$ cat src/rtl/ras_pkg.sv
// Shared types and defaults for the return-address stack.
// Optional build macro: RAS_CIRCULAR_EN (push while full overwrites the oldest entry).
package ras_pkg;

  localparam int RAS_DEPTH  = 8;
  localparam int RAS_ADDR_W = 32;
  localparam int CNT_W      = $clog2(RAS_DEPTH) + 1;

  // Encoding matches {Push, Pop} so decode is a plain cast.
  typedef enum logic [1:0] {
    RAS_NOP     = 2'b00,
    RAS_POP     = 2'b01,
    RAS_PUSH    = 2'b10,
    RAS_REPLACE = 2'b11
  } ras_op_e;

endpackage

$ cat src/rtl/ras_storage.sv
// DEPTH x ADDR_W register array: one synchronous write port, one combinational read port.
// No reset; contents are only meaningful below the owner's top pointer.
module ras_storage #(
  parameter int DEPTH  = 8,
  parameter int ADDR_W = 32,
  localparam int PTR_W = $clog2(DEPTH)
) (
  input  logic              Clock,
  input  logic              wr_en,
  input  logic [PTR_W-1:0]  wr_addr,
  input  logic [ADDR_W-1:0] wr_data,
  input  logic [PTR_W-1:0]  rd_addr,
  output logic [ADDR_W-1:0] rd_data
);

  logic [DEPTH-1:0][ADDR_W-1:0] mem;

  always_ff @(posedge Clock) begin
    if (wr_en) mem[wr_addr] <= wr_data;
  end

  assign rd_data = mem[rd_addr];

endmodule

$ cat src/rtl/return_address_stack.sv
// Return-address stack feeding the PC mux; pointer, count and sticky flags live here.
// Optional build macro: RAS_CIRCULAR_EN (push while full overwrites the oldest entry).
module return_address_stack
  import ras_pkg::*;
#(
  parameter int DEPTH      = RAS_DEPTH,
  parameter int ADDR_W     = RAS_ADDR_W,
  parameter int RET_OFFSET = 1
) (
  input  logic                   Clock,
  input  logic                   Reset_n,
  input  logic                   Push,
  input  logic                   Pop,
  input  logic [ADDR_W-1:0]      PushAddr,
  input  logic                   ClearFlags,
  output logic [ADDR_W-1:0]      RA,
  output logic [$clog2(DEPTH):0] Count,
  output logic                   Empty,
  output logic                   Full,
  output logic                   Overflow,
  output logic                   Underflow
);

  localparam int PTR_W = $clog2(DEPTH);
  localparam int CW    = PTR_W + 1;

  ras_op_e           op;
  logic [PTR_W-1:0]  top, top_nxt;
  logic [CW-1:0]     cnt_nxt;
  logic [ADDR_W-1:0] ra_nxt, new_val, rd_data, wr_addr_unused_guard;
  logic [PTR_W-1:0]  wr_addr, rd_addr;
  logic              wr_en, ovf_nxt, unf_nxt;

  assign op      = ras_op_e'({Push, Pop});
  assign new_val = PushAddr + ADDR_W'(RET_OFFSET);
  // After a pop the new top sits two slots below the write pointer.
  assign rd_addr = top - PTR_W'(2);
  assign wr_addr_unused_guard = '0;

  always_comb begin
    top_nxt = top;
    cnt_nxt = Count;
    ra_nxt  = RA;
    ovf_nxt = Overflow & ~ClearFlags;
    unf_nxt = Underflow & ~ClearFlags;
    wr_en   = 1'b0;
    wr_addr = top;
    unique case (op)
      RAS_PUSH: begin
        if (!Full) begin
          wr_en   = 1'b1;
          top_nxt = top + PTR_W'(1);
          cnt_nxt = Count + CW'(1);
          ra_nxt  = new_val;
        end else begin
          ovf_nxt = 1'b1;
`ifdef RAS_CIRCULAR_EN
          // When full, slot[top] holds the oldest entry; overwrite it.
          wr_en   = 1'b1;
          top_nxt = top + PTR_W'(1);
          ra_nxt  = new_val;
`endif
        end
      end
      RAS_POP: begin
        if (!Empty) begin
          top_nxt = top - PTR_W'(1);
          cnt_nxt = Count - CW'(1);
          ra_nxt  = (Count == CW'(1)) ? wr_addr_unused_guard : rd_data;
        end else begin
          unf_nxt = 1'b1;
        end
      end
      RAS_REPLACE: begin
        wr_en  = 1'b1;
        ra_nxt = new_val;
        if (Empty) begin
          top_nxt = top + PTR_W'(1);
          cnt_nxt = Count + CW'(1);
        end else begin
          wr_addr = top - PTR_W'(1);
        end
      end
      default: ;
    endcase
  end

  always_ff @(posedge Clock) begin
    if (!Reset_n) begin
      top       <= '0;
      Count     <= '0;
      RA        <= '0;
      Empty     <= 1'b1;
      Full      <= 1'b0;
      Overflow  <= 1'b0;
      Underflow <= 1'b0;
    end else begin
      top       <= top_nxt;
      Count     <= cnt_nxt;
      RA        <= ra_nxt;
      Empty     <= (cnt_nxt == '0);
      Full      <= (cnt_nxt == CW'(DEPTH));
      Overflow  <= ovf_nxt;
      Underflow <= unf_nxt;
    end
  end

  ras_storage #(.DEPTH(DEPTH), .ADDR_W(ADDR_W)) u_storage (
    .Clock   (Clock),
    .wr_en   (wr_en & Reset_n),
    .wr_addr (wr_addr),
    .wr_data (new_val),
    .rd_addr (rd_addr),
    .rd_data (rd_data)
  );

endmodule
$ cat config.mk
export PLATFORM = sky130hd
export DESIGN_NAME = return_address_stack
export DESIGN_NICKNAME = d
export VERILOG_FILES = /design/src/rtl/ras_pkg.sv /design/src/rtl/ras_storage.sv /design/src/rtl/return_address_stack.sv
export SDC_FILE = /design/constraint.sdc
export NUM_CORES = 1
export LEC_CHECK = 0
export CAP_MARGIN = 20
export CORE_MARGIN = 2
export CORE_UTILIZATION = 54
export CTS_CLUSTER_SIZE = 40
export DETAILED_ROUTE_END_ITERATION = 10
export PLACE_DENSITY = 0.84
export SLEW_MARGIN = 20
export SYNTH_ARGS = -nofsm -noshare
export SYNTH_HDL_FRONTEND = slang
export SYNTH_SLANG_ARGS = --single-unit
$ cat constraint.sdc
create_clock -name Clock -period 5.5 [get_ports Clock]
set_input_delay 1.1 -clock Clock [delete_from_list [all_inputs] [get_ports Clock]]
set_output_delay 1.1 -clock Clock [all_outputs]
set_load 0.05 [all_outputs]
After elaboration in Yosys (flattened, before gate mapping)

Index checks and enable logic that the tools add are counted.

Bitwise logic cells: 4
Shift-type cells: 0
Multiplexer cells: 24
Multipliers: 0
Reductions and logical operators: 5
Divide/modulo/power cells: 0
Add/sub/neg operators: 6
Equal/unequal tests: 8
$lt $le $gt $ge: 3

Operators by type and width:

| cell                  | number |
|---|---|
| $bwmux 256            | 1 |
| $mux 32               | 5 |
| $bmux 32 s3           | 1 |
| $demux 32 s3          | 1 |
| $pmux 32 s3           | 1 |
| $add 32x1->32 const B | 1 |
| $mux 3                | 4 |
| $mux 4                | 3 |
| $pmux 4 s3            | 1 |
| $pmux 3 s3            | 1 |
| $lt 3x4->1 const B    | 2 |
| $ne 2x2->1 const B    | 3 |
| $reduce_and 3->1      | 2 |
| $mux 1                | 5 |
| $add 4x1->4 const B   | 1 |
| $eq 2x2->1 const B    | 2 |
| $eq 4x1->1 const B    | 1 |
| $eq 4x4->1 const B    | 1 |
| $logic_not 4->1       | 1 |
| $sub 4x1->4 const B   | 1 |
| $add 3x1->3 const B   | 1 |
| $and 1x1->1           | 3 |
| $ge 3x1->1 const B    | 1 |
| $reduce_bool 3->1     | 1 |
| other kinds (6)       | 6 |

Bits in latches: 0
Word-level logic and storage cells: 65
Memory bits (writable): 0
Bits of input ports: 37
Output and inout port bits: 40
Flip-flop bits (word level): 299
Memories: 0
Bits in read-only memories: 0

Longest topological paths before layout

Gate-level depths: netlist of run 1.

Depth after elaboration: 8
Depth in mapped cells: 10
Gate-level depth less buffers: 7

By module

Synthesis of run 1 repeated with hierarchy kept, for this count alone.

Cells, all modules: 763
Area total of the unflattened synthesis: 12719.7 um2

Modules (own cells, without submodules):

| module               | times used | sequential area each (um2) | area an instance (um2) | cells each |
|---|---|---|---|---|
| ras_storage          | 1          | 7687.4                     | 9819.4                 | 383 |
| return_address_stack | 1          | 860.8                      | 2900.3                 | 380 |

Worst setup path after synthesis of run 1

OpenSTA, ideal clock, no wires.

Path kind: input to register
From: input Push
To: register u_storage.mem[128] (netlist bit), enable pin
Setup slack: 1.673 ns
Arrival time: 3.406 ns
Path buffers: 3
Library setup time: 0.421 ns
Stages: 7
Data required time: 5.079 ns
Path through: buf_2 > buf_2 > buf_2 > nand3_1 > xnor2_1 > nand2_1 > nor2_1

Cells in the longest elaborated chain, start to end: 3
Elaborated cells on any way between the ends: 4
Classes of those cells: eq/ne (2); mux (1); bitwise (1)

Ends and longest elaborated chain:

| item                           | line                        | RTL |
|---|---|---|
| start: declaration             | return_address_stack.sv:12  | `input logic Push,` |
| $eq 2x2->1                     | return_address_stack.sv:48  | `unique case (op)` |
| $pmux 1 s2 *                   | return_address_stack.sv:48  |  |
| $and 1x1->1 *                  | return_address_stack.sv:110 | `.wr_en (wr_en & Reset_n),` |
| end signal: indexed assignment | ras_storage.sv:19           | `if (wr_en) mem[wr_addr] <= wr_data;` |
| end: declaration               | ras_storage.sv:16           | `logic [DEPTH-1:0][ADDR_W-1:0] mem;` |

Mark *: on every way between the ends. The rest lies on a longest branch, timed or not.
A chain may end at the register's enable or synchronous reset.

Final worst setup path of run 1

From: input Pop
To: register u_storage.mem[113] (netlist bit), enable pin

Cells in the longest elaborated chain, start to end: 3
Elaborated cells on any way between the ends: 4
Classes of those cells: eq/ne (2); mux (1); bitwise (1)

Ends and longest elaborated chain:

| item               | line                        | RTL |
|---|---|---|
| start: declaration | return_address_stack.sv:13  | `input logic Pop,` |
| $eq 2x2->1         | return_address_stack.sv:48  |  |
| $pmux 1 s2 *       | return_address_stack.sv:48  |  |
| $and 1x1->1 *      | return_address_stack.sv:110 |  |

Marks and branches as above.

==> results of run 1 <==
-- worst paths after layout --
| path | from | to | slack, ns |
|---|---|---|---|
| max | Pop | u_storage.mem[113] | 1.77 |
| min | Overflow | Overflow | 0.50 |
| max reg2reg | top[0] | RA[7] | 2.07 |
| min reg2reg | Overflow | Overflow | 0.50 |
-- cell families after synthesis --
| kind of cell | count (synthesis) |
|---|---|
| flops | 299 |
| simple gates | 175 |
| compound gates | 150 |
| mux | 96 |
| buf+inv | 60 |
| xor+xnor | 35 |
| fa+ha+maj | 6 |
-- power by group through the flow --
stage / sequential, mW / clock, mW / combinational, mW
after floorplan: 2.80 / 0 / 0.592
after global placement: 2.73 / 0 / 0.952
after detailed placement: 2.74 / 0 / 0.972
after CTS: 2.69 / 2.22 / 0.983
after global routing: 2.70 / 2.31 / 1.05
final: 2.69 / 2.20 / 0.988
-- cells in the mapped netlist, types with 4 or more instances --
master,instances
edfxtp_1,256
mux4_2,49
o21ai_0,45
nand2_1,44
dfxtp_1,43
nor2_1,43
mux2i_1,40
a21oi_1,36
clkbuf_1,23
xnor2_1,19
nand3_1,16
o221ai_1,16
xor2_1,15
buf_2,14
inv_1,11
nand4_1,10
a221oi_1,9
nand2b_1,8
buf_4,7
mux2_2,7
nor3_1,7
and3_1,6
ha_1,6
o211ai_1,6
a31oi_1,5
o22ai_1,5
o2bb2ai_1,5
and2_1,4
nor2b_1,4
nor4_1,4
-- layout make-up --
class / count / share of cell area
sequential: 299 / 0.572
multi-input combinational: 462 / 0.264
inverter: 11 / 0.00276
clock inverter: 18 / 0.0200
tap: 319 / 0.0267
clock buffer: 34 / 0.0518
timing repair buffer: 99 / 0.0624
-- metal layers --
layer	vias up	track usage	share of wire
li1	3406	-	-
met1	3932	0.349	0.39
met2	510	0.404	0.48
met3	81	0.0421	0.10
met4	0	0.0848	0.029
met5	-	0	0
-- tightest hold or removal path, cell delays in order (launching register included) --
cell,delay [ns]
dfxtp_1,0.33
a32oi_1,0.06
nor2_1,0.07
-- registers in the layout (all words and copies together) (netlist names) --
signal         flops
u_storage.mem    256
RA                32
Count              4
top                3
Empty              1
Full               1
Overflow           1
Underflow          1
-- per-stage QoR --
stage | power [mW] | worst slack (ns) | area, um^2 | util
2_1_floorplan | 3.39 | 1.67 | 12700 | -
3_3_place_gp | 3.68 | 1.37 | 13900 | 0.597
3_5_place_dp | 3.71 | 1.31 | 13900 | 0.597
4_1_cts | 5.89 | 1.82 | 15000 | 0.643
5_1_grt | 6.06 | 1.62 | 15000 | 0.643
6_report | 5.88 | 1.77 | 15000 | 0.643
==> impl_metrics.py, run 1 <==
metrics = {
    "run_status": {
        "status": "complete, no violations",
    },
    "global_route": {
        "grt_pass1_wl_mm": 46.0,
        "antenna_found_initial": 0,
        "grt_max_degree": 48,
        "overflow": 0,
        "grt_pass1_vias": 7799,
        "grt_util_all_layers": 0.250,
    },
    "yosys": {
        "syn-num-nets": 864,
        "yosys.area_share.simple": 0.0738,
        "synthCells": 821,
        "ys_seq_elements": 299,
        "syn_area_mm2": 0.0127,
        "synthXorXnorAreaFrac": 0.0247,
        "yosysUniqueCellTypes": 65,
        "synth_top_family_by_area": "multiplexers",
        "synth.area.mux_share": 0.124,
        "synth-edff-count": 256,
        "yosysWarnings": 0,
        "synthArstFlopShare": 0,
        "synth.yosys.seq_area_share": 0.672,
        "ys.flop_type": "edfxtp_1",
        "synth_top_area_share": 0.604,
        "avgSynthCellArea_um2": 15.5,
        "ys_top_cells_by_area": "edfxtp_1 (60%), mux4_2 (8.7%), dfxtp_1 (6.8%)",
        "synth_largest_area_cell": "edfxtp_1",
        "synth_fa_ha_area_frac": 0.00590,
        "synth-compound-area-share": 0.0761,
    },
    "setup_path": {
        "path_class": "in -> reg",
        "crit_family": "simple AND/OR/NAND/NOR gates",
        "cp_slowest_stage_delay_ns": 0.83,
        "cp_cell_sequence": "clkdlybuf4s50_1, nor2b_1, nand2_1, o21ai_0, nand3_1, nor2_4, buf_4",
        "cpMaxStageDelayCell": "nor2_4",
        "crit_buf_inv": 2,
        "r2r_cells": 6,
        "end_kind": "flip-flop",
        "required_ns": 5.75,
        "path_depth": 7,
        "crit_path_start_kind": "primary input",
        "crit_fanout": 24,
        "cp.arrival_ns": 3.97,
    },
    "power_and_ir_drop": {
        "switchingPower_mw": 1.52,
        "p_int_mw": 4.36,
        "seqPwrFrac": 0.457,
        "ir_drop_v": 0.000227,
        "p_clk_frac": 0.375,
        "power.density_mw_per_mm2": 393,
        "power.leakage_nw": 4.85,
        "swShare": 0.259,
        "power.share.combinational": 0.168,
    },
    "layout": {
        "n_fill_cell": 1622,
        "syn_to_final_growth_pct": 17.6,
        "multi_input_area_mm2": 0.00395,
        "drive_gt1_frac": 0.172,
        "instances_no_fill": 1242,
        "antenna_cells": 0,
        "final_common_cell": "edfxtp_1",
        "final_cell_mix": "edfxtp_1 (256), clkdlybuf4s50_1 (76), mux4_2 (49), o21ai_0 (45), nand2_1 (44)",
        "nets": 944,
        "seq_area_mm2": 0.00855,
    },
    "timing": {
        "period_share": 0.677,
        "rsz0062_at_grt": "false",
        "max_freq_ghz": 0.268,
        "clock_skew_ns": 0.0117,
        "fin_tns_setup_ns": 0,
        "maxSlewHeadroom": 0.307,
        "hold_slack_ns": 0.495,
        "hold_violations": 0,
        "drv_slew": 0,
        "worstMarginPinSlew_ns": 1.03,
        "setup_viol": 0,
        "fin_crit_ns": 3.73,
    },
    "cts": {
        "clk_latency_ns": 0.54,
        "cts_hold_buf": 0,
        "root_buffer": "clkbuf_16",
        "cts.sinks": 299,
        "clkTransAtPathRegs_ns": 0.06,
        "cts_inserted_buffers": 28,
        "h-tree-depth": 1,
        "postCtsSetupBuffers": 0,
        "cts.path.max_buffers": 3,
        "cts_tree": "built",
        "cts-resized-gates": 0,
    },
    "drt": {
        "dr.pass1.iters": 5,
        "drc": 0,
        "totalWireLength_mm": 30.6,
        "antenna_left": 0,
        "first_iter_violations": 1088,
        "viasPerCell": 6.38,
        "wl_per_cell_um": 24.6,
        "vias": 7929,
    },
    "floorplanning": {
        "die_w_um": 157,
        "die_area_mm2": 0.0248,
        "initial_core_util": 0.547,
        "die_h_um": 157,
        "io_pins": 77,
        "rows": 56,
        "core_mm2": 0.0233,
    },
    "worst_hold_path": {
        "hp-class": "reg -> reg",
        "hold_path_depth": 2,
    },
    "placed_design": {
        "dp_hpwl_mm": 18.6,
        "place.gp.congestion": 0.838,
        "dpl.cell_count": 1190,
        "port_buffers": 76,
    },
    "run": {
        "drv_cap": 0,
    },
}
Power figures use the tool's default switching activity.
==> inputs of run 2 (changes only) <==
==> constraint.sdc (replaced) <==
create_clock -name Clock -period 3.9 [get_ports Clock]
set_input_delay 0.78 -clock Clock [delete_from_list [all_inputs] [get_ports Clock]]
set_output_delay 0.78 -clock Clock [all_outputs]
set_load 0.05 [all_outputs]
==> impl_metrics.py, run 2 (same netlist as run 1, synthesis figures left out) <==
metrics = {
    "power_and_ir_drop": {
        "swShare": 0.268,
        "power.density_mw_per_mm2": 540,
        "power.leakage_nw": 4.86,
        "seqPwrFrac": 0.460,
        "power.share.combinational": 0.182,
        "ir_drop_v": 0.000342,
        "p_int_mw": 5.96,
        "p_clk_frac": 0.359,
        "switchingPower_mw": 2.18,
    },
    "setup_path": {
        "r2r_cells": 6,
        "cp.arrival_ns": 3.28,
        "path_class": "in -> reg",
        "crit_fanout": 13,
        "r2r_start": "Empty",
        "end_kind": "flip-flop",
        "crit_path_start": "PushAddr[5]",
        "r2r_end": "u_storage.mem[129]",
        "r2r_slack_ns": 1.48,
        "crit_path_start_kind": "primary input",
        "required_ns": 4.19,
    },
    "timing": {
        "maxSlewHeadroom": 0.380,
        "drv_slew": 0,
        "period_share": 0.766,
        "clock_skew_ns": 0.0132,
        "rsz0062_at_grt": "false",
        "fin_crit_ns": 2.99,
        "max_freq_ghz": 0.335,
        "fin_tns_setup_ns": 0,
        "setup_viol": 0,
        "hold_violations": 0,
        "worstMarginPinSlew_ns": 0.924,
    },
    "cts": {
        "clk_latency_ns": 0.57,
        "postCtsSetupBuffers": 0,
        "cts-resized-gates": 0,
        "cts.sinks": 299,
        "cts.path.max_buffers": 3,
        "cts_tree": "built",
        "clkTransAtPathRegs_ns": 0.06,
        "cts_hold_buf": 0,
        "cts_inserted_buffers": 30,
        "root_buffer": "clkbuf_16",
        "h-tree-depth": 1,
    },
    "global_route": {
        "grt_util_all_layers": 0.255,
        "overflow": 0,
        "grt_max_degree": 58,
        "antenna_found_initial": 0,
        "grt_pass1_vias": 7953,
        "grt_pass1_wl_mm": 47.0,
    },
    "layout": {
        "instances_no_fill": 1247,
        "largestRegisters": "u_storage.mem: 256 flops, RA: 32 flops, Count: 4 flops",
        "fin_util": 0.648,
        "largest_reg_flops": 256,
        "n_fill_cell": 1602,
        "final_cell_mix": "edfxtp_1 (256), clkdlybuf4s50_1 (76), mux4_2 (49), o21ai_0 (45), nand2_1 (44)",
        "nets": 947,
        "antenna_cells": 0,
        "drive_gt1_frac": 0.168,
        "final_common_cell": "edfxtp_1",
        "fin_area_mm2": 0.0151,
        "top_register": "u_storage.mem",
        "syn_to_final_growth_pct": 18.5,
    },
    "floorplanning": {
        "rows": 56,
        "initial_core_util": 0.547,
        "core_mm2": 0.0233,
        "die_w_um": 157,
        "io_pins": 77,
        "die_h_um": 157,
        "die_area_mm2": 0.0248,
    },
    "placed_design": {
        "placed_cell_area_mm2": 0.0140,
        "dp_hpwl_mm": 18.3,
        "port_buffers": 76,
        "dpl.cell_count": 1191,
        "place.gp.congestion": 0.841,
    },
    "drt": {
        "wl_per_cell_um": 24.9,
        "first_iter_violations": 900,
        "viasPerCell": 6.36,
        "vias": 7933,
        "drc": 0,
        "dr.pass1.iters": 5,
        "antenna_left": 0,
        "totalWireLength_mm": 31.1,
    },
    "worst_hold_path": {
        "hold_path_depth": 2,
        "hold-path-endpoint": "Overflow",
        "hp-class": "reg -> reg",
        "min_from": "Overflow",
    },
    "run": {
        "drv_cap": 0,
    },
    "run_status": {
        "status": "complete, no violations",
    },
}
run 2: worst max-delay path: stages:
cell and delay, ns:
clkdlybuf4s50_1 0.63, nand4_2 0.41, or3_1 0.66, nor2_1 0.23
nand2_1 0.10, xnor2_1 0.46
run 2: area by class of cell:
type | instances | area (um^2) | share of cell area
clock buffers | 42 | 856 | 0.0568
clock inverters | 14 | 173 | 0.0115
inverters | 11 | 41.3 | 0.00274
multi-input cells | 462 | 3960 | 0.263
flip-flops and latches | 299 | 8550 | 0.567
well taps | 319 | 399 | 0.0265
repair buffers | 100 | 1090 | 0.0724
run 2: worst max-delay path by stage:
stage	to	slack, ns	cells after the start
4_1_cts	u_storage.mem[121]	0.96	6
2_1_floorplan	u_storage.mem[100]	0.37	9
3_5_place_dp	u_storage.mem[249]	0.42	6
5_1_grt	u_storage.mem[121]	0.80	6
3_3_place_gp	u_storage.mem[217]	0.52	6
6_report	u_storage.mem[249]	0.91	6
run 2: metrics by stage:
| step | total power [mW] | hold slack (ns) | setup slack (ns) |
|---|---|---|---|
| 2_1_floorplan | 4.78 | 0.685 | 0.365 |
| 3_3_place_gp | 5.24 | 0.475 | 0.522 |
| 3_5_place_dp | 5.27 | 0.488 | 0.419 |
| 4_1_cts | 8.17 | 0.505 | 0.962 |
| 5_1_grt | 8.40 | 0.552 | 0.796 |
| 6_report | 8.15 | 0.501 | 0.914 |
run 2: power groups by stage:
stage / logic, mW / clock network [mW] / registers [mW]
floorplan: 0.834 / 0 / 3.95
global placement: 1.44 / 0 / 3.80
detailed placement: 1.46 / 0 / 3.81
CTS: 1.47 / 2.95 / 3.74
global route: 1.57 / 3.08 / 3.76
finish: 1.48 / 2.92 / 3.74
run 2: per-layer routing:
metal	vias to the layer above	track usage	part of all wire
met5	-	0	0
met4	0	0.0736	0.025
met2	503	0.423	0.48
met3	71	0.0443	0.10
met1	3955	0.350	0.39
li1	3404	-	-
